## src/rtl/vagas_pkg.sv

```systemverilog
// Shared definitions for the two-block parking lot: controller states,
// lot geometry and block encodings.
package vagas_pkg;

   typedef enum logic [1:0] {
      LIVRE    = 2'd0,
      ABERTA   = 2'd1,
      FECHANDO = 2'd2
   } estado_t;

   localparam int   NUM_VAGAS = 4;
   localparam logic BLOCO_E   = 1'b0;
   localparam logic BLOCO_D   = 1'b1;

   // One-hot mask of a spot number inside its block.
   function automatic logic [NUM_VAGAS-1:0] mascara_vaga(input logic [1:0] vaga);
      mascara_vaga = {{(NUM_VAGAS-1){1'b0}}, 1'b1} << vaga;
   endfunction

endpackage

```

## src/rtl/temporizador_cancela.sv

```systemverilog
// Gate-open timer: clear/enable counter with a terminal-count flag that is
// asserted while the count equals TERMINAL-1.
module temporizador_cancela #(
   parameter int W        = 10,
   parameter int TERMINAL = 1000
) (
   input  logic clk,
   input  logic rst_n,
   input  logic limpa,
   input  logic habilita,
   output logic fim
);

   localparam logic [W-1:0] FIM_C = W'(TERMINAL - 1);

   logic [W-1:0] cont_r;

   // Counter register: clear has priority over enable.
   always_ff @(posedge clk) begin
      if (!rst_n) begin
         cont_r <= {W{1'b0}};
      end else if (limpa) begin
         cont_r <= {W{1'b0}};
      end else if (habilita) begin
         cont_r <= cont_r + {{(W-1){1'b0}}, 1'b1};
      end else begin
         cont_r <= cont_r;
      end
   end

   assign fim = (cont_r == FIM_C);

endmodule

```

## src/rtl/gerenciador_vagas.sv

```systemverilog
// Entry/exit controller: reserves the spot chosen by the selector, opens the
// gate, waits for the car (or times out), and frees spots on exit.
module gerenciador_vagas
   import vagas_pkg::*;
#(
   parameter int TIMEOUT_CICLOS = 1000,
   parameter int CONT_W         = 10
) (
   input  logic                 clk,
   input  logic                 rst_n,
   input  logic                 CHEGADA,
   input  logic                 SENSOR,
   input  logic                 SAIDA,
   input  logic                 SAIDA_B,
   input  logic [1:0]           SAIDA_V,
   input  logic [1:0]           V_SEL,
   input  logic                 L_SEL,
   input  logic                 B_SEL,
   output logic [NUM_VAGAS-1:0] VE,
   output logic [NUM_VAGAS-1:0] VD,
   output logic                 CANCELA,
   output logic [1:0]           V_ATR,
   output logic                 B_ATR,
   output logic                 LOTADO,
   output logic                 EXPIROU
);

   estado_t                estado_r, estado_prox_s;
   logic                   chegada_d_r;
   logic [NUM_VAGAS-1:0]   ve_r, vd_r, ve_prox_s, vd_prox_s;
   logic                   cancela_r, cancela_prox_s;
   logic [1:0]             v_atr_r, v_atr_prox_s;
   logic                   b_atr_r, b_atr_prox_s;
   logic                   lotado_r, lotado_prox_s;
   logic                   expirou_r, expirou_prox_s;
   logic                   fim_s, pedido_s, reserva_s, lotar_s, expira_s;
   logic                   saida_ok_s, liberou_s;
   logic [NUM_VAGAS-1:0]   m_saida_s, m_atr_s, m_sel_s;
   logic [NUM_VAGAS-1:0]   clr_e_s, clr_d_s, set_e_s, set_d_s;

   temporizador_cancela #(
      .W        (CONT_W),
      .TERMINAL (TIMEOUT_CICLOS)
   ) u_temporizador (
      .clk      (clk),
      .rst_n    (rst_n),
      .limpa    (estado_r != ABERTA),
      .habilita (estado_r == ABERTA),
      .fim      (fim_s)
   );

   assign pedido_s  = CHEGADA & ~chegada_d_r;
   assign reserva_s = (estado_r == LIVRE) & pedido_s & L_SEL;
   assign lotar_s   = (estado_r == LIVRE) & pedido_s & ~L_SEL;
   // SENSOR wins over a simultaneous timeout.
   assign expira_s  = (estado_r == ABERTA) & ~SENSOR & fim_s;
   // An exit aimed at the spot still being reserved is dropped.
   assign saida_ok_s = SAIDA & ~((estado_r == ABERTA) & (SAIDA_B == b_atr_r) & (SAIDA_V == v_atr_r));

   // State and output registers.
   always_ff @(posedge clk) begin
      if (!rst_n) begin
         estado_r    <= LIVRE;
         chegada_d_r <= 1'b0;
         ve_r        <= {NUM_VAGAS{1'b0}};
         vd_r        <= {NUM_VAGAS{1'b0}};
         cancela_r   <= 1'b0;
         v_atr_r     <= 2'd0;
         b_atr_r     <= 1'b0;
         lotado_r    <= 1'b0;
         expirou_r   <= 1'b0;
      end else begin
         estado_r    <= estado_prox_s;
         chegada_d_r <= CHEGADA;
         ve_r        <= ve_prox_s;
         vd_r        <= vd_prox_s;
         cancela_r   <= cancela_prox_s;
         v_atr_r     <= v_atr_prox_s;
         b_atr_r     <= b_atr_prox_s;
         lotado_r    <= lotado_prox_s;
         expirou_r   <= expirou_prox_s;
      end
   end

   // Next-state logic.
   always_comb begin
      estado_prox_s = estado_r;
      case (estado_r)
         LIVRE:    estado_prox_s = reserva_s ? ABERTA : LIVRE;
         ABERTA:   estado_prox_s = (SENSOR | fim_s) ? FECHANDO : ABERTA;
         FECHANDO: estado_prox_s = LIVRE;
         default:  estado_prox_s = LIVRE;
      endcase
   end

   // Next output values: occupancy update, gate, assignment and flags.
   always_comb begin
      m_saida_s = saida_ok_s ? mascara_vaga(SAIDA_V) : {NUM_VAGAS{1'b0}};
      m_atr_s   = expira_s   ? mascara_vaga(v_atr_r) : {NUM_VAGAS{1'b0}};
      m_sel_s   = reserva_s  ? mascara_vaga(V_SEL)   : {NUM_VAGAS{1'b0}};
      clr_e_s   = ((SAIDA_B == BLOCO_E) ? m_saida_s : {NUM_VAGAS{1'b0}})
                | ((b_atr_r == BLOCO_E) ? m_atr_s   : {NUM_VAGAS{1'b0}});
      clr_d_s   = ((SAIDA_B == BLOCO_D) ? m_saida_s : {NUM_VAGAS{1'b0}})
                | ((b_atr_r == BLOCO_D) ? m_atr_s   : {NUM_VAGAS{1'b0}});
      set_e_s   = (B_SEL == BLOCO_E) ? m_sel_s : {NUM_VAGAS{1'b0}};
      set_d_s   = (B_SEL == BLOCO_D) ? m_sel_s : {NUM_VAGAS{1'b0}};
      ve_prox_s = (ve_r & ~clr_e_s) | set_e_s;
      vd_prox_s = (vd_r & ~clr_d_s) | set_d_s;
      liberou_s = (|(ve_r & ~ve_prox_s)) | (|(vd_r & ~vd_prox_s));

      if (liberou_s) begin
         lotado_prox_s = 1'b0;
      end else if (lotar_s) begin
         lotado_prox_s = 1'b1;
      end else begin
         lotado_prox_s = lotado_r;
      end

      if (reserva_s) begin
         v_atr_prox_s = V_SEL;
         b_atr_prox_s = B_SEL;
      end else begin
         v_atr_prox_s = v_atr_r;
         b_atr_prox_s = b_atr_r;
      end

      cancela_prox_s = 1'b0;
      case (estado_r)
         LIVRE:    cancela_prox_s = reserva_s;
         ABERTA:   cancela_prox_s = ~(SENSOR | fim_s);
         FECHANDO: cancela_prox_s = 1'b0;
         default:  cancela_prox_s = 1'b0;
      endcase

      expirou_prox_s = expira_s;
   end

   assign VE      = ve_r;
   assign VD      = vd_r;
   assign CANCELA = cancela_r;
   assign V_ATR   = v_atr_r;
   assign B_ATR   = b_atr_r;
   assign LOTADO  = lotado_r;
   assign EXPIROU = expirou_r;

endmodule

```

## config.mk

```make
export PLATFORM = sky130hd
export DESIGN_NAME = gerenciador_vagas
export DESIGN_NICKNAME = d
export VERILOG_FILES = /design/src/rtl/vagas_pkg.sv /design/src/rtl/temporizador_cancela.sv /design/src/rtl/gerenciador_vagas.sv
export SDC_FILE = /design/constraint.sdc
export NUM_CORES = 1
export LEC_CHECK = 0
export BUFFER_PORTS_ARGS = -buffer_cell sky130_fd_sc_hd__buf_2
export CAP_MARGIN = 20
export CORE_MARGIN = 4
export CORE_UTILIZATION = 48
export DETAILED_ROUTE_END_ITERATION = 7
export PLACE_DENSITY = 0.69
export SLEW_MARGIN = 20
export SYNTH_ARGS = -nofsm -noshare
export SYNTH_HDL_FRONTEND = slang
export SYNTH_HIERARCHICAL = 1
export SYNTH_SLANG_ARGS = --single-unit
```

## constraint.sdc

```tcl
create_clock -name clk -period 6 [get_ports clk]
set_clock_uncertainty 0.15 [all_clocks]
set_input_delay 0.6 -clock clk [delete_from_list [all_inputs] [get_ports clk]]
set_output_delay 0.6 -clock clk [all_outputs]
set_load 0.02 [all_outputs]
```

==> summary.txt, run 1 <==
Status
  – Outcome: finished, final reports clean

Floorplan
  – Full die area: 4129 sq um
  – Die Span Y: 64.26 um
  – Ports: 26
  – Initial Utilization: 50.17%
  – Core Box Area: 3028 sq um
  – Die X: 64.26 um
  – # rows: 20

Yosys
  – Ys flop type: dfxtp_1
  – Number of enable flip-flop cells after synthesis: 0
  – Syn Std Cell Area: 1519 sq um
  – Post-synthesis cell type count: 46
  – Syn avg cell area: 8.123 sq um
  – Share of Yosys cell area claimed by the top area cell type: 34.27%
  – Most common cell in the netlist: dfxtp_1
  – Syn Inst Count: 187
  – Yosys warnings: 6
  – Post-synthesis sequential area ratio: 34.27%
  – Async set or reset register ratio after synthesis: 0%
  – #FFs+latches synth: 26
  – Top post-synthesis cells by area: dfxtp_1 (34%), nand2_1 (5.4%), a21oi_1 (3.3%)
  – Top cell type by total area after synthesis: dfxtp_1
  – Leading cell types by count after synthesis: dfxtp_1 (26), nand2_1 (22), a21oi_1 (10)
  – Mapped Nets: 200

Power
  – Internal power: 212.8 uW
  – Comb pwr share: 12.8%
  – Max VDD drop: 117.0 uV
  – Sw frac: 27.34%
  – NetSw: 80.09 uW
  – Clock power share: 25.4%
  – PD cells: 174.6 nW/um^2
  – Lkg Pwr: 0.0005888 uW
  – Sequential power share: 61.7%

Finish
  – Ant diodes: 0
  – Storage cell area: 520.5 sq um
  – Area Growth Syn to Fin: 10.46%
  – Nets@finish: 219
  – FILL cells: 300
  – Footprint of the multi-input gates: 932.1 sq um
  – Share of cells above drive strength 1: 18.14%

Placement
  – IO Port Bufs: 25
  – Gpl congestion: 0.9739
  – Hpwl dp: 2.693 mm

Route
  – Drt initial violations: 117
  – DRT Pass-1 Iters: 5
  – DRT Wirelength: 3.625 mm
  – Vias/cell: 6.060
  – Via count: 1503
  – Wirelength per Cell: 14.62 um
  – Antenna-violating nets left: 0
  – DR DRC count: 0

STA
  – FMAX: 0.3098 GHz
  – Final Hold Viols: 0
  – Period minus WS final: 3228 ps
  – RSZ-0062 raised after global routing: no
  – Slew HR: 48.83%
  – Period utilization: 53.79%
  – Worst-Margin Slew: 756.9 ps
  – Final setup fails: 0
  – Final hold slack: 347.9 ps
  – Slew Limit Fails: 0
  – Post-Route Setup TNS: 0 ps

GRT
  – Antenna violations before repair: 0
  – Grt total ovfl: 0
  – Pin count of the biggest net entering global routing: 18
  – Vias in the first global route: 1278
  – Total track usage: 17.83%
  – First-pass GRT wire length: 5.892 mm

Min path
  – Hold Crit Depth: 2
  – Hold Crit Start: u_temporizador/cont_r[9]$_SDFFE_PP0P_
  – Hold Path Sink: u_temporizador/cont_r[9]$_SDFFE_PP0P_
  – Hold Crit Class: flop to flop

Setup path
  – R2R Path End: LOTADO$_SDFFE_PP0P_
  – WS Path Type: flop to flop
  – Setup slack, reg-to-reg: 2770 ps
  – Crit path DAT: 3320 ps
  – Most used cell, CP: nor3_1
  – Data required, critical path: 6090 ps
  – Crit path largest cell delay: 610 ps
  – Worst r2r src: u_temporizador/cont_r[0]$_SDFFE_PP0P_
  – CP Cell Sequence: ha_1 -> or4bb_2 -> nor3_1 -> or4bb_1 -> nor3_1 -> nand2_1 -> o211ai_1 -> and4b_1
  – Cell family with most CP delay: simple AND/OR/NAND/NOR gates
  – Crit. End Element: flop
  – Crit Path Max Fanout: 5
  – CP Launch Type: flop
  – Slowest CP cell: or4bb_2
  – CP Buf/Inv Count: 0
  – Worst R2R Path Depth: 8

Clock tree
  – CTS Hold Buffers Added: 0
  – Clock-pin transition on the worst setup and hold timing paths: 140 ps
  – Maximum clock path buffer count: 2
  – H-tree depth: 1
  – Post_cts resized: 0
  – Worst-Skew Late Latency: 320 ps
  – CTS sink count: 26
  – TritonCTS buffer count: 3
  – Clock Tree Root: clkbuf_4
  – Postcts setup bufs: 0
  – CTS tree: yes

Job
  – MaxCap Viol Count: 0
==> power groups by stage <==
stage	registers (uW)	logic (uW)	clock network (uW)
floorplan	185	24.2	0
global placement	184	36.7	0
detailed placement	185	37.2	0
CTS	181	37.4	76.9
global route	182	41.7	84.8
finish	181	37.6	74.5
==> layer usage <==
layer	vias to the layer above	routed length, um	global-route usage, %
li1	732	-	-
met1	711	1779	25.59
met2	56	1592	27.58
met3	4	225	2.988
met4	0	27	4.485
met5	-	0	0
==> sequential cells by signal, summed over array words and instances (netlist names), 2 cells and up <==
signal                 flops
VD                         4
u_temporizador/cont_r     10
V_ATR                      2
VE                         4
estado_r                   2
==> stage by stage <==
step                cell area, sq um  cells  utilization (%)  setup slack (ps)  total power (uW)
floorplan                       1519    187                -              3017             209.2
global placement                1655    245            54.67              2895             221.0
detailed placement              1655    245            54.67              2779             221.8
CTS                             1678    248            55.41              2770             295.0
global route                    1678    248            55.41              2472             308.2
finish                          1678    248            55.41              2772             292.9
==> final cells by class <==
cell class                 count  area share [%]
multi-input combinational    144           55.56
sequential                    26           31.02
timing repair buffer          25           7.457
tap                           44           3.281
clock buffer                   3           1.342
inverter                       6           1.342
==> worst max path at each step <==
stage,depth (start not counted),endpoint,start,slack (ps)
floorplan,8,LOTADO$_SDFFE_PP0P_,u_temporizador/cont_r[0]$_SDFFE_PP0P_,3020
global placement,8,LOTADO$_SDFFE_PP0P_,u_temporizador/cont_r[0]$_SDFFE_PP0P_,2900
detailed placement,8,LOTADO$_SDFFE_PP0P_,u_temporizador/cont_r[0]$_SDFFE_PP0P_,2780
CTS,8,LOTADO$_SDFFE_PP0P_,u_temporizador/cont_r[0]$_SDFFE_PP0P_,2770
global route,8,LOTADO$_SDFFE_PP0P_,u_temporizador/cont_r[0]$_SDFFE_PP0P_,2470
finish,8,LOTADO$_SDFFE_PP0P_,u_temporizador/cont_r[0]$_SDFFE_PP0P_,2770
==> cell usage in the layout (no fill, tap or decap), types with 6 or more instances in the layout <==
cell type and n:
dfxtp_1 26, buf_2 25, nand2_1 22, a21oi_1 10, nor2_1 9, nand3_1 9
nor3_1 8, o21ai_0 7, inv_1 6, o31ai_1 6, nand4_1 6
==> cell families after synthesis <==
| kind of cell | after synthesis | synth area share, % |
|---|---|---|
| adders and majority gates | 1 | 0.8236 |
| AOI/OAI and AO/OA | 46 | 21.01 |
| xor gates and xnor gates | 6 | 3.460 |
| buffers and inverters | 17 | 4.365 |
| muxes | 2 | 1.318 |
| DFF | 26 | 34.27 |
| and+or+nand+nor | 89 | 34.76 |
==> worst register-to-register path, cell delays in order (launching register included) <==
cell and delay (ps):
dfxtp_1 420, ha_1 230, or4bb_2 610, nor3_1 330
or4bb_1 610, nor3_1 300, nand2_1 130, o211ai_1 180
and4b_1 210
No activity file was read; power rests on OpenSTA's default activity.
==> inputs of run 2 (changes only) <==
Clock period 6 ns to 3.2 ns, I/O delays scaled along.
==> run 2 against run 1 <==
  * Via count increased by 2.7%
  * Global-route usage increased by 1.5 points
  * Sequential share of layout area decreased by 0.63 points
  * Count of clock-buffer cells in the layout increased by 1
  * Maximum frequency increased by 6.8%
  * Largest power group unchanged
  * Worst setup slack got worse by 2600 ps
  * Cell count increased by 0.81%
  * Combinational power increased by 88%
  * Routed wire length increased by 5.5%
  * First-iteration DRC count decreased by 32%
  * Critical path depth unchanged
  * Design area increased by 2.3%
==> summary.txt, run 2 (synthesized netlist as in run 1, its figures left out) <==
Route
  – Via count: 1543 (+2.7%)
  – Metal3 WL: 244 um (+8.4%)
  – Wirelength per Cell: 15.30 um (+4.6%)
  – DRT Wirelength: 3.824 mm (+5.5%)
  – DRT Pass-1 Iters: 5 (unchanged)
  – Drt initial violations: 79 (-32%)
  – Antenna-violating nets left: 0 (unchanged)
  – Highest metal used: met4
  – DR DRC count: 0 (unchanged)
  – Vias/cell: 6.172 (+1.8%)
  – Met2 wire length: 1.785 mm (+12%)
  – Post-route met1 wirelength: 1.769 mm (-0.56%)

Floorplan
  – Die Span Y: 64.26 um (unchanged)
  – Initial Utilization: 50.17% (unchanged)
  – Ports: 26 (unchanged)
  – Core Box Area: 3028 sq um (unchanged)
  – Full die area: 4129 sq um (unchanged)
  – # rows: 20 (unchanged)
  – Die X: 64.26 um (unchanged)

Power
  – Power Total: 580.3 uW (+98%)
  – Clock power share: 29.3% (+3.9 points)
  – Internal power: 424.7 uW (+100%)
  – Sw frac: 26.81% (-0.53 points)
  – PD cells: 338.0 nW/um^2 (+94%)
  – Max VDD drop: 244.8 uV (+110%)
  – Sequential power share: 58.5% (-3.2 points)
  – Lkg Pwr: 0.0006048 uW (+2.7%)
  – Comb pwr share: 12.2% (-0.6 points)
  – NetSw: 155.6 uW (+94%)

STA
  – Period utilization: 94.47% (+41 points)
  – FMAX: 0.3308 GHz (+6.8%)
  – Final hold slack: 50.42 ps (-297.4 ps)
  – Final Hold Viols: 0 (unchanged)
  – Slew Limit Fails: 0 (unchanged)
  – RSZ-0062 raised after global routing: no
  – Period minus WS final: 3023 ps (-204.7 ps)
  – Final setup fails: 0 (unchanged)
  – Post-Route Setup TNS: 0 ps (unchanged)
  – Slew HR: 48.07% (-0.76 points)
  – Worst-Margin Slew: 768.2 ps (+11.25 ps)

GRT
  – First-pass GRT wire length: 6.555 mm (+11%)
  – Grt total ovfl: 0 (unchanged)
  – Total track usage: 19.34% (+1.5 points)
  – Pin count of the biggest net entering global routing: 18 (unchanged)
  – Antenna violations before repair: 0 (unchanged)
  – Vias in the first global route: 1463 (+14%)

Min path
  – Hold Path Sink: chegada_d_r$_SDFF_PN0_
  – Hold Crit Depth: 2 (unchanged)
  – Hold Crit Start: CHEGADA
  – Hold Crit Class: primary input to flop

Finish
  – Commonest cells after routing, fill and taps aside: dfxtp_1 (25), buf_2 (25), nand2_1 (22)
  – Largest Register: u_temporizador/cont_r
  – Area Growth Syn to Fin: 13.02%
  – Nets@finish: 220 (+0.46%)
  – Ant diodes: 0 (unchanged)
  – Share of cells above drive strength 1: 21.36% (+3.2 points)
  – Number of flip-flops in the largest register: 10 (unchanged)

Setup path
  – Crit path DAT: 3120 ps (-200 ps)
  – WS Path Type: flop to flop
  – Data required, critical path: 3300 ps (-2790 ps)
  – R2R Path End: LOTADO$_SDFFE_PP0P_
  – Worst r2r src: u_temporizador/cont_r[1]$_SDFFE_PP0P_
  – Setup slack, reg-to-reg: 180 ps (-2600 ps)
  – Crit Path Max Fanout: 5 (unchanged)
  – Worst R2R Path Depth: 8 (unchanged)
  – CP Launch Type: flop
  – Crit. End Element: flop

Placement
  – Hpwl dp: 2.771 mm (+2.9%)
  – IO Port Bufs: 25 (unchanged)
  – Gpl congestion: 0.9421 (-3.3%)

Clock tree
  – Postcts setup bufs: 0 (unchanged)
  – Clock Tree Root: clkbuf_4
  – Worst-Skew Late Latency: 330 ps (about the same)
  – CTS sink count: 26 (unchanged)
  – H-tree depth: 1 (unchanged)
  – CTS tree: yes
  – TritonCTS buffer count: 3 (unchanged)
  – Clock-pin transition on the worst setup and hold timing paths: 150 ps (about the same)
  – Maximum clock path buffer count: 2 (unchanged)

Status
  – Outcome: finished, final reports clean

Job
  – MaxCap Viol Count: 0 (unchanged)
[run 2: timing repair]
| action | in CTS | in global routing |
|---|---|---|
| setup endpoints to repair | 0 | 3 |
| gates resized for setup | 0 | 5 |
| hold buffers | 0 | 0 |
[run 2: worst max-delay path by stage]
stage	from	to	slack (ps)	cells past startpoint
after floorplan	u_temporizador/cont_r[0]$_SDFFE_PP0P_	LOTADO$_SDFFE_PP0P_	220	8
after global placement	u_temporizador/cont_r[0]$_SDFFE_PP0P_	LOTADO$_SDFFE_PP0P_	200	8
after detailed placement	u_temporizador/cont_r[0]$_SDFFE_PP0P_	LOTADO$_SDFFE_PP0P_	90	8
after CTS	u_temporizador/cont_r[0]$_SDFFE_PP0P_	LOTADO$_SDFFE_PP0P_	50	8
after global routing	u_temporizador/cont_r[1]$_SDFFE_PP0P_	LOTADO$_SDFFE_PP0P_	10	8
final	u_temporizador/cont_r[1]$_SDFFE_PP0P_	LOTADO$_SDFFE_PP0P_	180	8
[run 2: cell type report]
class                   count  area, sq um
fillers                   289         1311
flip-flops and latches     26        521.8
multi-input cells         144        948.4
inverters                   6        22.52
well taps                  44        55.05
clock buffers               4        36.28
repair buffers             26        132.6
[run 2: power groups by stage]
stage	Sequential, uW	Clock [uW]	Combinational [uW]
2_1_floorplan	347	0	45.3
4_1_cts	339	174	70.1
3_3_place_gp	346	0	68.6
6_report	340	170	70.6
5_1_grt	341	192	78.3
3_5_place_dp	346	0	69.8
[run 2: worst max-delay path, stage by stage (launching register included)]
cell and delay, ps:
dfxtp_1 400, ha_2 230, or4bb_2 620, nor3_2 160, or4bb_4 600, or4_1 470, o21ai_0 90, a21oi_1 60
and4b_1 180
[run 2: per-layer routing]
metal / vias to the layer above / track usage, %
li1: 735 / -
met1: 740 / 26.45
met2: 64 / 31.06
met3: 4 / 3.866
met4: 0 / 4.749
met5: - / 0
[run 2: per-stage QoR]
stage               setup WS [ps]  cell area (sq um)  utilization [%]  instances
floorplan                   217.1               1519                -        187
global placement            200.5               1663            54.92        246
detailed placement          88.73               1663            54.92        246
CTS                         48.47               1699            56.12        250
global route                10.12               1717            56.69        250
finish                      177.0               1717            56.69        250
==> inputs of run 3 (changes only) <==
Settings changed: CAP_MARGIN 20 to 40, PLACE_DENSITY 0.69 to 0.72.
Clock period 3.2 ns to 2.7 ns, I/O delays scaled along.
==> run 3 against run 2 <==
  * Critical path depth did not move
  * First-iteration DRC count rose by 68%
  * Utilization rose by 2.7 points
  * Sequential power rose by 18%
  * Non-clock buffer count rose by 9
  * Register-to-register slack got worse by 110 ps
  * Critical path type unchanged
  * Largest power group unchanged
==> summary.txt, run 3 (synthesized netlist as in run 1, its figures left out) <==
Placement
  – Placed cells: 254 (+3.3%)
  – IO Port Bufs: 25 (unchanged)
  – Post-DP Area: 1755 sq um (+5.6%)
  – Setup WS pre-CTS: 10.97 ps (-77.77 ps)
  – Gpl congestion: 0.9448 (+0.29%)
  – Hpwl dp: 2.889 mm (+4.3%)

Power
  – Sw frac: 27.28% (+0.47 points)
  – Comb pwr share: 13.8% (+1.6 points)
  – PD cells: 363.6 nW/um^2 (+7.6%)
  – Max VDD drop: 270.6 uV (+11%)
  – NetSw: 178.4 uW (+15%)
  – Sequential power share: 61.2% (+2.7 points)
  – Internal power: 475.4 uW (+12%)
  – Lkg Pwr: 0.0006681 uW (+10%)
  – Clock power share: 25.0% (-4.3 points)

STA
  – Slew HR: 50.34% (+2.3 points)
  – Slew Limit Fails: 0 (unchanged)
  – Post-Route Setup TNS: 0 ps (unchanged)
  – Final setup fails: 0 (unchanged)
  – Period minus WS final: 2629 ps (-393.9 ps)
  – Worst-Margin Slew: 734.5 ps (-33.63 ps)
  – FMAX: 0.3804 GHz (+15%)
  – RSZ-0062 raised after global routing: yes
  – Period utilization: 97.37% (+2.9 points)
  – Final Hold Viols: 0 (unchanged)
  – Post-route setup slack: 70.90 ps (-106.1 ps)

Job
  – MaxCap Viol Count: 0 (unchanged)

Setup path
  – CP Launch Type: flop
  – Crit path DAT: 2720 ps (-400 ps)
  – Worst R2R Path Depth: 8 (unchanged)
  – WS Path Type: flop to flop
  – Data required, critical path: 2790 ps (-510 ps)
  – Crit. End Element: flop
  – Crit Path Max Fanout: 5 (unchanged)

Route
  – DRT Pass-1 Iters: 4 (-1)
  – Vias/cell: 5.903 (-4.4%)
  – DRT Wirelength: 3.840 mm (+0.42%)
  – Antenna-violating nets left: 0 (unchanged)
  – Drt initial violations: 133 (+68%)
  – Via count: 1523 (-1.3%)
  – DR DRC count: 0 (unchanged)
  – Wirelength per Cell: 14.88 um (-2.7%)

Min path
  – Hold Crit Depth: 2 (unchanged)
  – Hold Crit Class: primary input to flop

GRT
  – Pin count of the biggest net entering global routing: 18 (unchanged)
  – Vias in the first global route: 1464 (+0.068%)
  – Total track usage: 19.92% (+0.58 points)
  – Antenna violations before repair: 0 (unchanged)
  – Grt total ovfl: 0 (unchanged)
  – First-pass GRT wire length: 6.651 mm (+1.5%)

Finish
  – Number of flip-flops in the largest register: 10 (unchanged)
  – Area Growth Syn to Fin: 18.37%
  – Commonest non-fill, non-tap cell in the layout: buf_2
  – Ant diodes: 0 (unchanged)
  – Share of cells above drive strength 1: 25.70% (+4.3 points)
  – Post-route cell area: 1798 sq um (+4.7%)
  – FILL cells: 279 (-3.5%)
  – Largest Register: u_temporizador/cont_r
  – Storage cell area: 523.0 sq um (+0.24%)
  – Commonest cells after routing, fill and taps aside: buf_2 (25), dfxtp_1 (24), nand2_1 (22)
  – Nets@finish: 229 (+4.1%)
  – Footprint of the multi-input gates: 974.7 sq um (+2.8%)
  – Fin cells: 258 (+3.2%)

Floorplan
  – Ports: 26 (unchanged)
  – Core Box Area: 3028 sq um (unchanged)
  – # rows: 20 (unchanged)
  – Die Span Y: 64.26 um (unchanged)
  – Full die area: 4129 sq um (unchanged)
  – Die X: 64.26 um (unchanged)
  – Initial Utilization: 50.17% (unchanged)

Clock tree
  – Clock-pin transition on the worst setup and hold timing paths: 140 ps (about the same)
  – CTS Hold Buffers Added: 0 (unchanged)
  – Clock Tree Root: clkbuf_4
  – CTS tree: yes
  – H-tree depth: 1 (unchanged)
  – CTS sink count: 26 (unchanged)
  – TritonCTS buffer count: 3 (unchanged)
  – Maximum clock path buffer count: 2 (unchanged)
  – Worst-Skew Late Latency: 320 ps (about the same)

Status
  – Outcome: finished, final reports clean
[run 3: cell types whose count changed in the layout (fill, tap and decap cells not counted), sizes merged]
cell	change
buf	+9
clkbuf	-1
[run 3: per-stage QoR]
stage / utilization, % / total power [uW] / hold WS (ps)
4_1_cts: 58.72 / 661.3 / 5.642
3_3_place_gp: 57.98 / 494.7 / 313.5
3_5_place_dp: 57.98 / 496.4 / 325.2
2_1_floorplan: - / 465.0 / 241.7
6_report: 59.38 / 653.8 / 17.94
5_1_grt: 59.38 / 688.9 / 18.35
[run 3: critical path, cell delays in order, from the launching register on]
cell     delay (ps)
dfxtp_2         370
ha_4            130
or4bb_4         470
nor3_4          130
or4bb_4         520
or4_4           500
o21ai_2          60
a21oi_1          50
and4b_1         180
[run 3: per-layer routing]
metal / vias up / GRT usage, % / share of wire (%)
li1: 747 / - / -
met1: 712 / 27.81 / 47
met2: 60 / 31.31 / 46
met3: 4 / 3.515 / 6.6
met4: 0 / 5.541 / 0.81
met5: - / 0 / 0
[run 3: power groups by stage]
| stage | sequential [uW] | combinational [uW] | clock, uW |
|---|---|---|---|
| after floorplan | 411 | 53.8 | 0 |
| after global placement | 408 | 87.0 | 0 |
| after detailed placement | 408 | 88.2 | 0 |
| after CTS | 400 | 88.6 | 173 |
| after global routing | 402 | 98.7 | 188 |
| final | 400 | 90.0 | 164 |
[run 3: final timing paths]
| kind | startpoint | endpoint | slack [ps] |
|---|---|---|---|
| worst min register to register | u_temporizador/cont_r[9]$_SDFFE_PP0P_ | u_temporizador/cont_r[9]$_SDFFE_PP0P_ | 350 |
| worst max-delay path | u_temporizador/cont_r[1]$_SDFFE_PP0P_ | LOTADO$_SDFFE_PP0P_ | 70 |
| worst min-delay path | CHEGADA | chegada_d_r$_SDFF_PN0_ | 20 |
| worst max register to register | u_temporizador/cont_r[1]$_SDFFE_PP0P_ | LOTADO$_SDFFE_PP0P_ | 70 |
[run 3: what timing repair did]
item	4_1_cts	5_1_grt
setup buffers	0	1
setup endpoints to repair	0	3
resized for setup	0	3
[run 3: cell type report]
type                            count  share of cell area [%]
Multi-Input combinational cell    144                   54.21
Sequential cell                    26                   29.09
Tap cell                           44                   3.062
Clock buffer                        3                   1.253
Inverter                            6                   1.253
Timing Repair Buffer               35                   11.13
